**src/rtl/cnt_pkg.sv**
```systemverilog
// Shared op codes and FSM state encoding for the counter command sequencer.
// Latency: n/a (types only).
// Backpressure: n/a.
package cnt_pkg;

    typedef enum logic [1:0] {
        OP_NOP  = 2'b00,
        OP_LOAD = 2'b01,
        OP_UP   = 2'b10,
        OP_DOWN = 2'b11
    } op_e;

    typedef enum logic [1:0] {
        S_IDLE = 2'b00,
        S_LOAD = 2'b01,
        S_RUN  = 2'b10,
        S_DONE = 2'b11
    } state_e;

endpackage

```
**src/rtl/cnt_step_timer.sv**
```systemverilog
// Loadable down-counter that paces a COUNT run one step per cycle.
// Latency: start loads the step count on the next edge; strobe/last are combinational from it.
// Backpressure: none; stop clears the count immediately on the next edge.
module cnt_step_timer #(
    parameter int CW = 8
) (
    input  logic          clk,
    input  logic          rst,
    input  logic          start,
    input  logic [CW-1:0] steps,
    input  logic          stop,
    output logic          strobe,
    output logic          last
);

    localparam logic [CW-1:0] ONE = {{(CW-1){1'b0}}, 1'b1};

    logic [CW-1:0] rem;

    // Remaining-step register: load on start, clear on stop, otherwise count down to zero.
    always_ff @(posedge clk or negedge rst) begin
        if (!rst) begin
            rem <= '0;
        end else if (start) begin
            rem <= steps;
        end else if (stop) begin
            rem <= '0;
        end else if (rem != '0) begin
            rem <= rem - ONE;
        end
    end

    // A step is in progress whenever steps remain; the final step is the one at rem==1.
    always_comb begin
        strobe = (rem != '0);
        last   = (rem == ONE);
    end

endmodule

```
**src/rtl/cnt_cmd_ctrl.sv**
```systemverilog
// Command sequencer driving load/step strobes into an up/down load counter.
// Latency: strobes start the cycle after accept; done one cycle after the last strobe/load.
// Backpressure: cmd_ready only in IDLE; commands presented while busy stay unconsumed.
module cnt_cmd_ctrl
    import cnt_pkg::*;
#(
    parameter int N  = 8,
    parameter int CW = 8
) (
    input  logic          clk,
    input  logic          rst,
    input  logic          cmd_valid,
    output logic          cmd_ready,
    input  logic [1:0]    cmd_op,
    input  logic [N-1:0]  cmd_data,
    input  logic [CW-1:0] cmd_steps,
    input  logic          abort,
    output logic          en_load,
    output logic [N-1:0]  load,
    output logic          up_down,
    output logic          cnt_en,
    output logic          busy,
    output logic          done,
    output logic          aborted
);

    state_e        state;
    state_e        nxt;
    logic          accept;
    logic          has_steps;
    logic          start_run;
    logic          abort_hit;
    logic          tm_strobe;
    logic          tm_last;

    logic          en_load_d;
    logic [N-1:0]  load_d;
    logic          up_down_d;
    logic          cnt_en_d;
    logic          busy_d;
    logic          done_d;
    logic          aborted_d;

    assign cmd_ready = (state == S_IDLE);
    assign accept    = cmd_valid & cmd_ready;
    assign has_steps = |cmd_steps;
    assign start_run = accept & cmd_op[1] & has_steps;
    // An abort landing on the final step loses: that step still counts.
    assign abort_hit = (state == S_RUN) & tm_strobe & abort & ~tm_last;

    cnt_step_timer #(.CW(CW)) u_timer (
        .clk    (clk),
        .rst    (rst),
        .start  (start_run),
        .steps  (cmd_steps),
        .stop   (abort_hit),
        .strobe (tm_strobe),
        .last   (tm_last)
    );

    // State register.
    always_ff @(posedge clk or negedge rst) begin
        if (!rst) begin
            state <= S_IDLE;
        end else begin
            state <= nxt;
        end
    end

    // Next-state decode.
    always_comb begin
        nxt = state;
        case (state)
            S_IDLE: begin
                if (accept) begin
                    case (op_e'(cmd_op))
                        OP_LOAD:       nxt = S_LOAD;
                        OP_UP, OP_DOWN: nxt = has_steps ? S_RUN : S_DONE;
                        default:       nxt = S_DONE;
                    endcase
                end
            end
            S_LOAD:  nxt = S_DONE;
            S_RUN:   nxt = (tm_last || abort_hit) ? S_DONE : S_RUN;
            default: nxt = S_IDLE;
        endcase
    end

    // Output decode from the next state so every strobe lines up with its state cycle-exactly.
    always_comb begin
        en_load_d = (nxt == S_LOAD);
        cnt_en_d  = (nxt == S_RUN);
        busy_d    = (nxt != S_IDLE);
        done_d    = (nxt == S_DONE);
        load_d    = (accept && cmd_op == OP_LOAD) ? cmd_data : load;
        up_down_d = start_run ? ~cmd_op[0] : up_down;
        if (accept) begin
            aborted_d = 1'b0;
        end else if (abort_hit) begin
            aborted_d = 1'b1;
        end else begin
            aborted_d = aborted;
        end
    end

    // Output registers; reset drops every strobe immediately.
    always_ff @(posedge clk or negedge rst) begin
        if (!rst) begin
            en_load <= 1'b0;
            load    <= '0;
            up_down <= 1'b0;
            cnt_en  <= 1'b0;
            busy    <= 1'b0;
            done    <= 1'b0;
            aborted <= 1'b0;
        end else begin
            en_load <= en_load_d;
            load    <= load_d;
            up_down <= up_down_d;
            cnt_en  <= cnt_en_d;
            busy    <= busy_d;
            done    <= done_d;
            aborted <= aborted_d;
        end
    end

endmodule

```
**config.mk**
```make
export PLATFORM = sky130hd
export DESIGN_NAME = cnt_cmd_ctrl
export DESIGN_NICKNAME = d
export VERILOG_FILES = /design/src/rtl/cnt_pkg.sv /design/src/rtl/cnt_step_timer.sv /design/src/rtl/cnt_cmd_ctrl.sv
export SDC_FILE = /design/constraint.sdc
export NUM_CORES = 1
export LEC_CHECK = 0
export CAP_MARGIN = 20
export CORE_ASPECT_RATIO = 1.4
export CORE_MARGIN = 10
export CORE_UTILIZATION = 42
export CTS_CLUSTER_SIZE = 10
export DETAILED_ROUTE_END_ITERATION = 10
export PLACE_DENSITY = 0.75
export SYNTH_ARGS = -nofsm -noshare
export SYNTH_HDL_FRONTEND = slang
export SYNTH_SLANG_ARGS = --single-unit
```
**constraint.sdc**
```tcl
create_clock -name clk -period 1.5 [get_ports clk]
set_input_delay 0.3 -clock clk [delete_from_list [all_inputs] [get_ports clk]]
set_output_delay 0.3 -clock clk [all_outputs]
set_load 0.03 [all_outputs]
```
# ---- Word-level counts from Yosys, hierarchy flattened
# Cells that the tools add are included.
dict set report totals {
  input_bits 22
  ff_bits 24
  wordCells 46
}
dict set report classes {
  eq_ne 9
  n_reduce_logical 9
  n_addsub 1
  n_bitwise 8
  mux 10
}
# cell n
set ops {}
lappend ops {{8-bit 2-to-1 mux} 3}
lappend ops {{2-bit == test, second input constant} 5}
lappend ops {{8-bit by 1-bit == test with 1-bit output, second input constant} 1}
lappend ops {{8-bit nonzero test} 1}
lappend ops {{8-bit OR reduction} 1}
lappend ops {{8-bit by 1-bit subtractor with 8-bit output, second input constant} 1}
lappend ops {{1-bit AND} 6}
lappend ops {{2-bit by 1-bit == test with 1-bit output, second input constant} 3}
lappend ops {{2-bit case mux with 3 select lines} 1}
lappend ops {{1-bit 2-to-1 mux} 4}
lappend ops {{2-bit case mux with 2 select lines} 1}
lappend ops {{2-bit nonzero test} 2}
lappend ops {{3-bit nonzero test} 1}
lappend ops {{2-bit zero test} 1}
lappend ops {{2-bit 2-to-1 mux} 1}
lappend ops {{1-bit inverter} 2}
lappend ops {{2-bit OR reduction} 1}
lappend ops {{1-bit logical AND} 1}
lappend ops {{1-bit logical OR} 1}

# ---- Longest topological paths before layout
# Gate-level depths: netlist of run 1.
dict set report depth {
  depth_word 8
  ltp_mapped 7
}

# ---- Modules after synthesis
# From an unflattened synthesis of run 1, not the netlist that was laid out.
dict set report unflattened {
  cells_unflattened 102
  area_unflattened_um2 1260.0
}
# module seq_area_each_um2 area_each_um2 cells_each instances
set modules_own_cells {}
lappend modules_own_cells {cnt_cmd_ctrl 400.4 745.7 53 1}
lappend modules_own_cells {cnt_step_timer 200.2 514.2 49 1}

# ---- Worst setup path after synthesis of run 1
# Ideal clock, no wire load.
dict set report synth_timing {
  kind {register to register}
  start {register state[0]}
  end {register up_down}
  path_slack_ns -0.217
  t_arrival_ns 1.638
  setup_ns 0.079
  stages_incl_launch_ff 7
  n_path_buf 1
  period_less_slack_ns 1.717
  t_required_ns 1.421
  path_cell_list {dfrtp_1 > inv_1 > ha_1 > nand3_1 > a21oi_2 > buf_2 > mux2i_1}
}
dict set report synth_between {
  elab_chain_len 4
}
# element line_no
set synth_rtl {}
lappend synth_rtl {{start, declared} cnt_cmd_ctrl.sv:27} ;# state_e state;
lappend synth_rtl {{start signal, assigned} cnt_cmd_ctrl.sv:66} ;# state <= nxt;
lappend synth_rtl {{2-bit zero test} cnt_cmd_ctrl.sv:44} ;# assign cmd_ready = (state == S_IDLE);
lappend synth_rtl {{named net cmd_ready} cnt_cmd_ctrl.sv:13} ;# output logic cmd_ready,
lappend synth_rtl {{1-bit AND} cnt_cmd_ctrl.sv:45} ;# assign accept = cmd_valid & cmd_ready;
lappend synth_rtl {{1-bit AND (2 in a row)} cnt_cmd_ctrl.sv:47} ;# assign start_run = accept & cmd_op[1] & has_steps;
lappend synth_rtl {{end signal, assigned} cnt_cmd_ctrl.sv:119} ;# up_down <= up_down_d;
lappend synth_rtl {{end, declared} cnt_cmd_ctrl.sv:20} ;# output logic up_down,
# The timed path passes the listed nets, and every way through them passes these cells.
# A chain may end at the register's enable or synchronous reset.

# ---- Worst setup path in the final report of run 1
dict set report layout_timing {
  start {register u_timer.rem[4]}
  end {register u_timer.rem[7]}
}
dict set report layout_between {
  elab_chain_len 6
  word_cells_on_any_way 11
  classes_between {add/sub (1); eq/ne (1); mux (3); bitwise (4); reduce/logical (2)}
}
# element line_no
set layout_rtl {}
lappend layout_rtl {{start, declared} cnt_step_timer.sv:18} ;# logic [CW-1:0] rem;
lappend layout_rtl {{start signal, assigned} cnt_step_timer.sv:25} ;# rem <= steps;
lappend layout_rtl {{start signal, assigned} cnt_step_timer.sv:29} ;# rem <= rem - ONE;
lappend layout_rtl {{parallel branches: the longest is 6 deep, another holds 8-bit by 1-bit subtractor with 8-bit output} n/a}
# Several ways; the timed one is not identified. The select of a mux whose other input is x is not followed.

==> summary.txt, run 1 <==
Run status
  • Status: complete, but fails checks
  • Failing checks: setup timing

Clock tree
  • CTS H-tree lvls: 1
  • Worst-skew pair later-pin latency: 260 ps
  • Clock sinks: 24
  • CTS tree: yes
  • CTS Buf Count: 3
  • Worst-path clk slew: 80 ps
  • CTS root buf: clkbuf_8
  • Clock buffer depth: 2
  • Hold_buf cts: 0

Worst setup path
  • CP startpoint kind: flop
  • Critical path required time: 1670 ps
  • CP endpoint kind: flop
  • Stages on worst setup path: 4
  • Critical path cell sequence: nor2_1, and3_4, o21ai_4, o31ai_2
  • Peak fanout along the critical path: 6
  • Critical Path AT: 1670 ps
  • Worst path bufs/invs: 0
  • CP Class: reg -> reg
  • Max incr delay on CP: 450 ps
  • R2R depth: 4
  • Worst path top cell family by delay: simple AND/OR/NAND/NOR gates
  • Critical-path top delay cell: dfrtp_1

Synthesis
  • Post-Syn Area per Cell: 11.23 sq um
  • Compound-cell area share of the yosys netlist: 0.1365
  • FFs w/ async S/R, synth: 1.000
  • Synth cell count leaders: dfrtp_1 (24), nand2_1 (10), mux2_2 (8), ha_1 (7), nor2_1 (7)
  • Unique masters post-synth: 31
  • Ys flop type: dfrtp_1
  • Mapped cell area: 1246 sq um
  • Net Count, Synth: 140
  • Synth Area in Adders: 0.07028
  • Top post-synthesis cells by area: dfrtp_1 (48%), mux2_2 (7.2%), ha_1 (7.0%)
  • Syn Inst Count: 111
  • Largest family of logic cells by synthesized area: simple AND/OR/NAND/NOR gates
  • EDFF count, synth: 0
  • Area leader, netlist: dfrtp_1
  • XOR/XNOR share of the synthesized area: 0.04920
  • Simple-gate share of the synthesized area: 0.1476
  • Multiplexer area fraction after synthesis: 0.08835
  • #FFs+latches synth: 24
  • Yosys warns: 0
  • Most common cell in the netlist: dfrtp_1
  • Register area share after synthesis: 0.4819
  • Post-synth top area share: 0.4819

Power
  • Max IR drop VDD: 1.407 mV
  • PnR Total Power: 4.243 mW
  • Net switching power: 1.871 mW
  • PD cells: 2076 nW/um^2
  • Sw Share: 0.4409
  • P_int: 2.372 mW
  • Clock power share: 0.086
  • Logic gate share of total power: 0.628
  • Reg power frac: 0.285
  • Lkg Pwr: 0.9233 nW

Floorplan
  • Die ar.: 5577 sq um
  • Die Wd: 66.04 um
  • Core Rows: 23
  • Core area: 2849 sq um
  • Initial Utilization: 0.4374
  • Ports: 37
  • Height of the die: 84.45 um

Placement
  • DP Wirelength: 2657 um
  • Cell area after placement: 1785 sq um
  • GP Congestion: 0.7551
  • Port bufs: 36

Timing
  • Fin. Hold Viols: 0
  • Clk_skew: 2.374 ps
  • Post-route clock period utilization: 1.003
  • F_max: 0.6646 GHz
  • RSZ-0062 raised after global routing: yes
  • Setup violators final: 2
  • Least-Margin Pin Slew: 335.9 ps
  • Fin worst setup slack: -4.579 ps
  • Max transition margin: 0.7744
  • Max Slew Vio Count: 0
  • Min Clock Period, post-route: 1505 ps

Finish
  • ANT cells: 0
  • Area Overhead vs Synth: 63.96%
  • Nets@finish: 203
  • Finished layout cell area: 2043 sq um
  • Share of layout cells above drive strength 1: 0.4012

Detailed routing
  • Routed WL: 3698 um
  • DR vias: 1094
  • DRT iter0 DRCs: 50
  • WL per Instance: 17.69 um
  • Pre-antenna DRT Iters: 4
  • Drt via density: 5.234
  • DRC Markers: 0
  • Post-route ant nets: 0

Min path
  • HP Class: in -> async

Global route
  • Global route overflow: 0
  • Global Route Usage Sum: 0.1249
  • Vias in the first global route: 1117
  • Initial antenna violation count: 0
  • Largest net degree at the start of global routing: 25
  • First-pass GRT wire length: 5423 um

Flow run
  • Max Cap Viol: 0
==> placed cells by master (no fill, tap or decap), drive strengths merged, types with 4 or more instances in the layout <==
cell type	count
o31ai	6
dfrtp	24
nand3	4
nand2	10
dlygate4sd2	19
buf	25
clkdlybuf4s50	14
ha	7
xor2	4
mux2	8
a21oi	5
inv	6
nor2	7
==> cell families after synthesis <==
group,Yosys count
flops,24
xor+xnor,7
mux,10
fa+ha+maj,7
buf+inv,8
simple gates,33
compound gates,22
==> registers in the layout, summed over array words and instances (netlist names) <==
name / flops
load: 8
busy: 1
u_timer.rem: 8
state: 2
en_load: 1
done: 1
up_down: 1
aborted: 1
cnt_en: 1
==> metal layers <==
metal,wire length [um],GRT usage
met1,1319,0.1239
met2,2172,0.2372
met3,185,0.03191
met4,20,0.04207
met5,0,0
==> metrics by stage <==
| step | TNS, ps | hold WS, ps | worst slack [ps] | utilization | std cells |
|---|---|---|---|---|---|
| after global routing | -559.9 | 432.5 | -84.50 | 0.7172 | 209 |
| after global placement | -4986 | 489.0 | -332.9 | 0.6267 | 198 |
| after floorplan | 0 | 4.409 | 6.173 | - | 111 |
| after CTS | 0 | 405.3 | 2.660 | 0.6667 | 203 |
| final | -7.730 | 400.7 | -4.579 | 0.7172 | 209 |
| after detailed placement | -5688 | 494.9 | -400.9 | 0.6267 | 198 |
==> power groups by stage <==
stage,Combinational [mW],Clock [mW],Sequential (mW)
4_1_cts,2.34,0.383,1.19
6_report,2.67,0.366,1.21
3_5_place_dp,2.29,0,1.18
3_3_place_gp,2.21,0,1.17
2_1_floorplan,1.05,0,1.52
5_1_grt,2.87,0.408,1.25
==> cell type report <==
type,instances,area (sq um)
Multi-Input combinational cell,79,794.5
Tap cell,37,46.29
Fill cell,198,805.8
Sequential cell,24,603.1
Timing Repair Buffer,60,535.5
Clock buffer,3,41.29
Inverter,6,22.52
==> worst paths after layout <==
path / start / end / slack, ps
setup / recovery: u_timer.rem[4] / u_timer.rem[7] / -5
hold / removal: rst / u_timer.rem[2] / 400
setup reg to reg: u_timer.rem[4] / u_timer.rem[7] / -5
hold reg to reg: load[7] / load[7] / 500
max in group asynchronous: rst / u_timer.rem[6] / 850
min in group clk: cmd_steps[4] / u_timer.rem[4] / 410
==> worst reg2reg max path, delay by kind of cell, from the launching register on <==
| kind | cells | cell delay (ps) |
|---|---|---|
| and+or+nand+nor | 2 | 600 |
| AOI/OAI and AO/OA | 2 | 360 |
| DFF | 1 | 450 |
==> timing repair <==
item,4_1_cts,5_1_grt
endpoints found under the setup margin,28,24
buffers inserted,2,5
cloned,0,1
resized for setup,37,22
pin swaps,7,13
No activity file was read; power rests on OpenSTA's default activity.
==> run 2, diff against run 1 <==
Settings changed: SYNTH_HIERARCHICAL set to 1.
==> summary.txt, run 2 <==
Synthesis
  • #FFs+latches synth: 24
  • Area leader, netlist: dfrtp_1
  • Synth cell count leaders: dfrtp_1 (24), mux2_2 (8), nor2_1 (8), ha_1 (7)
  • EDFF count, synth: 0
  • Syn Inst Count: 102
  • Post-synth top area share: 0.4767
  • Ys flop type: dfrtp_1
  • Net Count, Synth: 131
  • Top post-synthesis cells by area: dfrtp_1 (48%), mux2_2 (7.1%), ha_1 (7.0%)
  • Register area share after synthesis: 0.4767
  • Yosys warns: 6
  • Most common cell in the netlist: dfrtp_1
  • FFs w/ async S/R, synth: 1.000
  • Mapped cell area: 1260 sq um
  • Post-Syn Area per Cell: 12.35 sq um
  • Unique masters post-synth: 32

Floorplan
  • Initial Utilization: 0.4378
  • Ports: 37
  • Die Wd: 66.29 um
  • Height of the die: 84.81 um
  • Core Rows: 23
  • Core area: 2878 sq um
  • Die ar.: 5622 sq um

Worst setup path
  • Worst reg2reg setup slack: -250 ps
  • CP endpoint kind: flop
  • CP startpoint kind: flop
  • Peak fanout along the critical path: 3
  • Critical path cell sequence: inv_2, buf_6, ha_4, and4b_2, and4b_2, a21o_4, nor2_4, a22o_1
  • Critical Path AT: 1910 ps
  • CP Class: reg -> reg
  • Most used cell, CP: and4b_2
  • Max incr delay on CP: 370 ps
  • Critical-path top delay cell: dfrtp_1
  • Critical path required time: 1660 ps

Detailed routing
  • WL per Instance: 17.66 um
  • DRC Markers: 0
  • Post-route ant nets: 0
  • DRT iter0 DRCs: 42
  • Routed WL: 3833 um
  • DR vias: 1102
  • Pre-antenna DRT Iters: 4
  • Drt via density: 5.078

Placement
  • Cells after DPL: 206
  • GP Congestion: 0.8324
  • Port bufs: 36
  • Cell area after placement: 1922 sq um
  • DP Wirelength: 2696 um

Timing
  • Max Slew Vio Count: 0
  • Final setup TNS: -2436 ps
  • Max transition margin: 0.7397
  • Setup violators final: 14
  • Clk_skew: 1.606 ps
  • F_max: 0.5703 GHz
  • RSZ-0062 raised after global routing: yes
  • Fin. Hold Viols: 0
  • Post-route clock period utilization: 1.169
  • Least-Margin Pin Slew: 387.5 ps
  • Min Clock Period, post-route: 1753 ps
  • Fin worst setup slack: -253.4 ps

Power
  • Max IR drop VDD: 1.527 mV
  • Logic gate share of total power: 0.645
  • Lkg Pwr: 1.002 nW
  • Reg power frac: 0.240
  • Clock power share: 0.115
  • P_int: 2.904 mW
  • PnR Total Power: 4.875 mW
  • PD cells: 2235 nW/um^2
  • Net switching power: 1.971 mW
  • Sw Share: 0.4043

Global route
  • Global Route Usage Sum: 0.1323
  • Global route overflow: 0
  • First-pass GRT wire length: 5892 um
  • Initial antenna violation count: 0
  • Vias in the first global route: 1284
  • Largest net degree at the start of global routing: 25

Finish
  • Most common cell after layout, fill and taps aside: buf_4
  • Most frequent cells in the layout: buf_4 (34), dfrtp_1 (24), clkdlybuf4s50_1 (21)
  • Post-layout util: 0.7578
  • Nets@finish: 210
  • Share of layout cells above drive strength 1: 0.4722
  • ANT cells: 0
  • Area Overhead vs Synth: 73.09%
  • Regs by FF count: load: 8 flops, u_timer/rem: 8 flops, state: 2 flops
  • Finished layout cell area: 2181 sq um
  • Fin cells: 217

Clock tree
  • CTS Buf Count: 3
  • CTS H-tree lvls: 1
  • Worst-skew pair later-pin latency: 270 ps
  • Worst-path clk slew: 80 ps
  • Hold_buf cts: 0
  • CTS tree: yes
  • CTS root buf: clkbuf_8
  • Clock sinks: 24
  • Clock buffer depth: 2

Flow run
  • Max Cap Viol: 0

Run status
  • Status: complete, but fails checks
  • Failing checks: setup timing

Min path
  • HP Class: in -> async
-- run 2: changes by cell type after synthesis, sizes merged, moves of 3 or more --
cell,change
nand2,-5
xor2,-4
a22o,+3
and3,-3
o31ai,-3
-- run 2: layer usage --
layer  GRT usage  wire, um  vias up  part of all wire
met4     0.05163        80        0             0.021
met5           0         0        -                 0
met2      0.2341      2090       33              0.55
met1      0.1315      1379      533              0.36
met3     0.05319       282       11             0.074
li1            -         -      525                 -
-- run 2: cells by family after synthesis --
kind of cell	count (synthesis)	synth area share
fa+ha+maj	7	0.06951
buf+inv	6	0.01787
compound gates	19	0.1142
mux	11	0.09633
simple gates	30	0.1907
xor+xnor	5	0.03476
flops	24	0.4767
-- run 2: worst paths after layout --
path	startpoint	end	cells after the start
worst max register to register	u_timer/rem[1]	u_timer/rem[7]	8
worst min register to register	load[4]	load[4]	1
worst min-delay path	rst	done	2
max in group asynchronous	rst	load[0]	2
worst max-delay path	u_timer/rem[1]	u_timer/rem[7]	8
min in group clk	load[4]	load[4]	1
-- run 2: timing repair --
item / in CTS / in global routing
cloned: 0 / 1
pin swaps: 7 / 9
setup endpoints to repair: 29 / 25
gates resized for setup: 27 / 18
buffers inserted: 6 / 1
-- run 2: metrics by stage --
stage               hold WS (ps)  setup slack [ps]
floorplan                  4.409            -209.8
global placement           487.7            -272.7
detailed placement         495.2            -342.0
CTS                        402.6            -230.9
global route               415.0            -333.1
finish                     396.0            -253.4
-- run 2: area by class of cell --
class	instances	area, sq um
Tap cell	37	46.29
Timing Repair Buffer	74	644.4
Inverter	5	18.77
Fill cell	206	696.9
Clock buffer	3	41.29
Multi-Input combinational cell	73	799.5
Clock inverter	1	30.03
Sequential cell	24	600.6
-- run 2: power by group through the flow --
stage	Sequential [mW]	Combinational, mW	Clock, mW
after floorplan	1.53	1.12	0
after detailed placement	1.18	2.69	0
after global routing	1.21	3.38	0.603
after global placement	1.16	2.61	0
final	1.17	3.15	0.559
after CTS	1.16	2.85	0.575
-- run 2: critical path: cells and delay by family, from the launching register on --
| kind | cells | cell delay [ps] |
|---|---|---|
| buffers and inverters | 2 | 180 |
| adder cells (fa/ha/maj) | 1 | 140 |
| flip-flops | 1 | 370 |
| AND/OR/NAND/NOR | 3 | 590 |
| AO/OA/AOI/OAI | 2 | 350 |
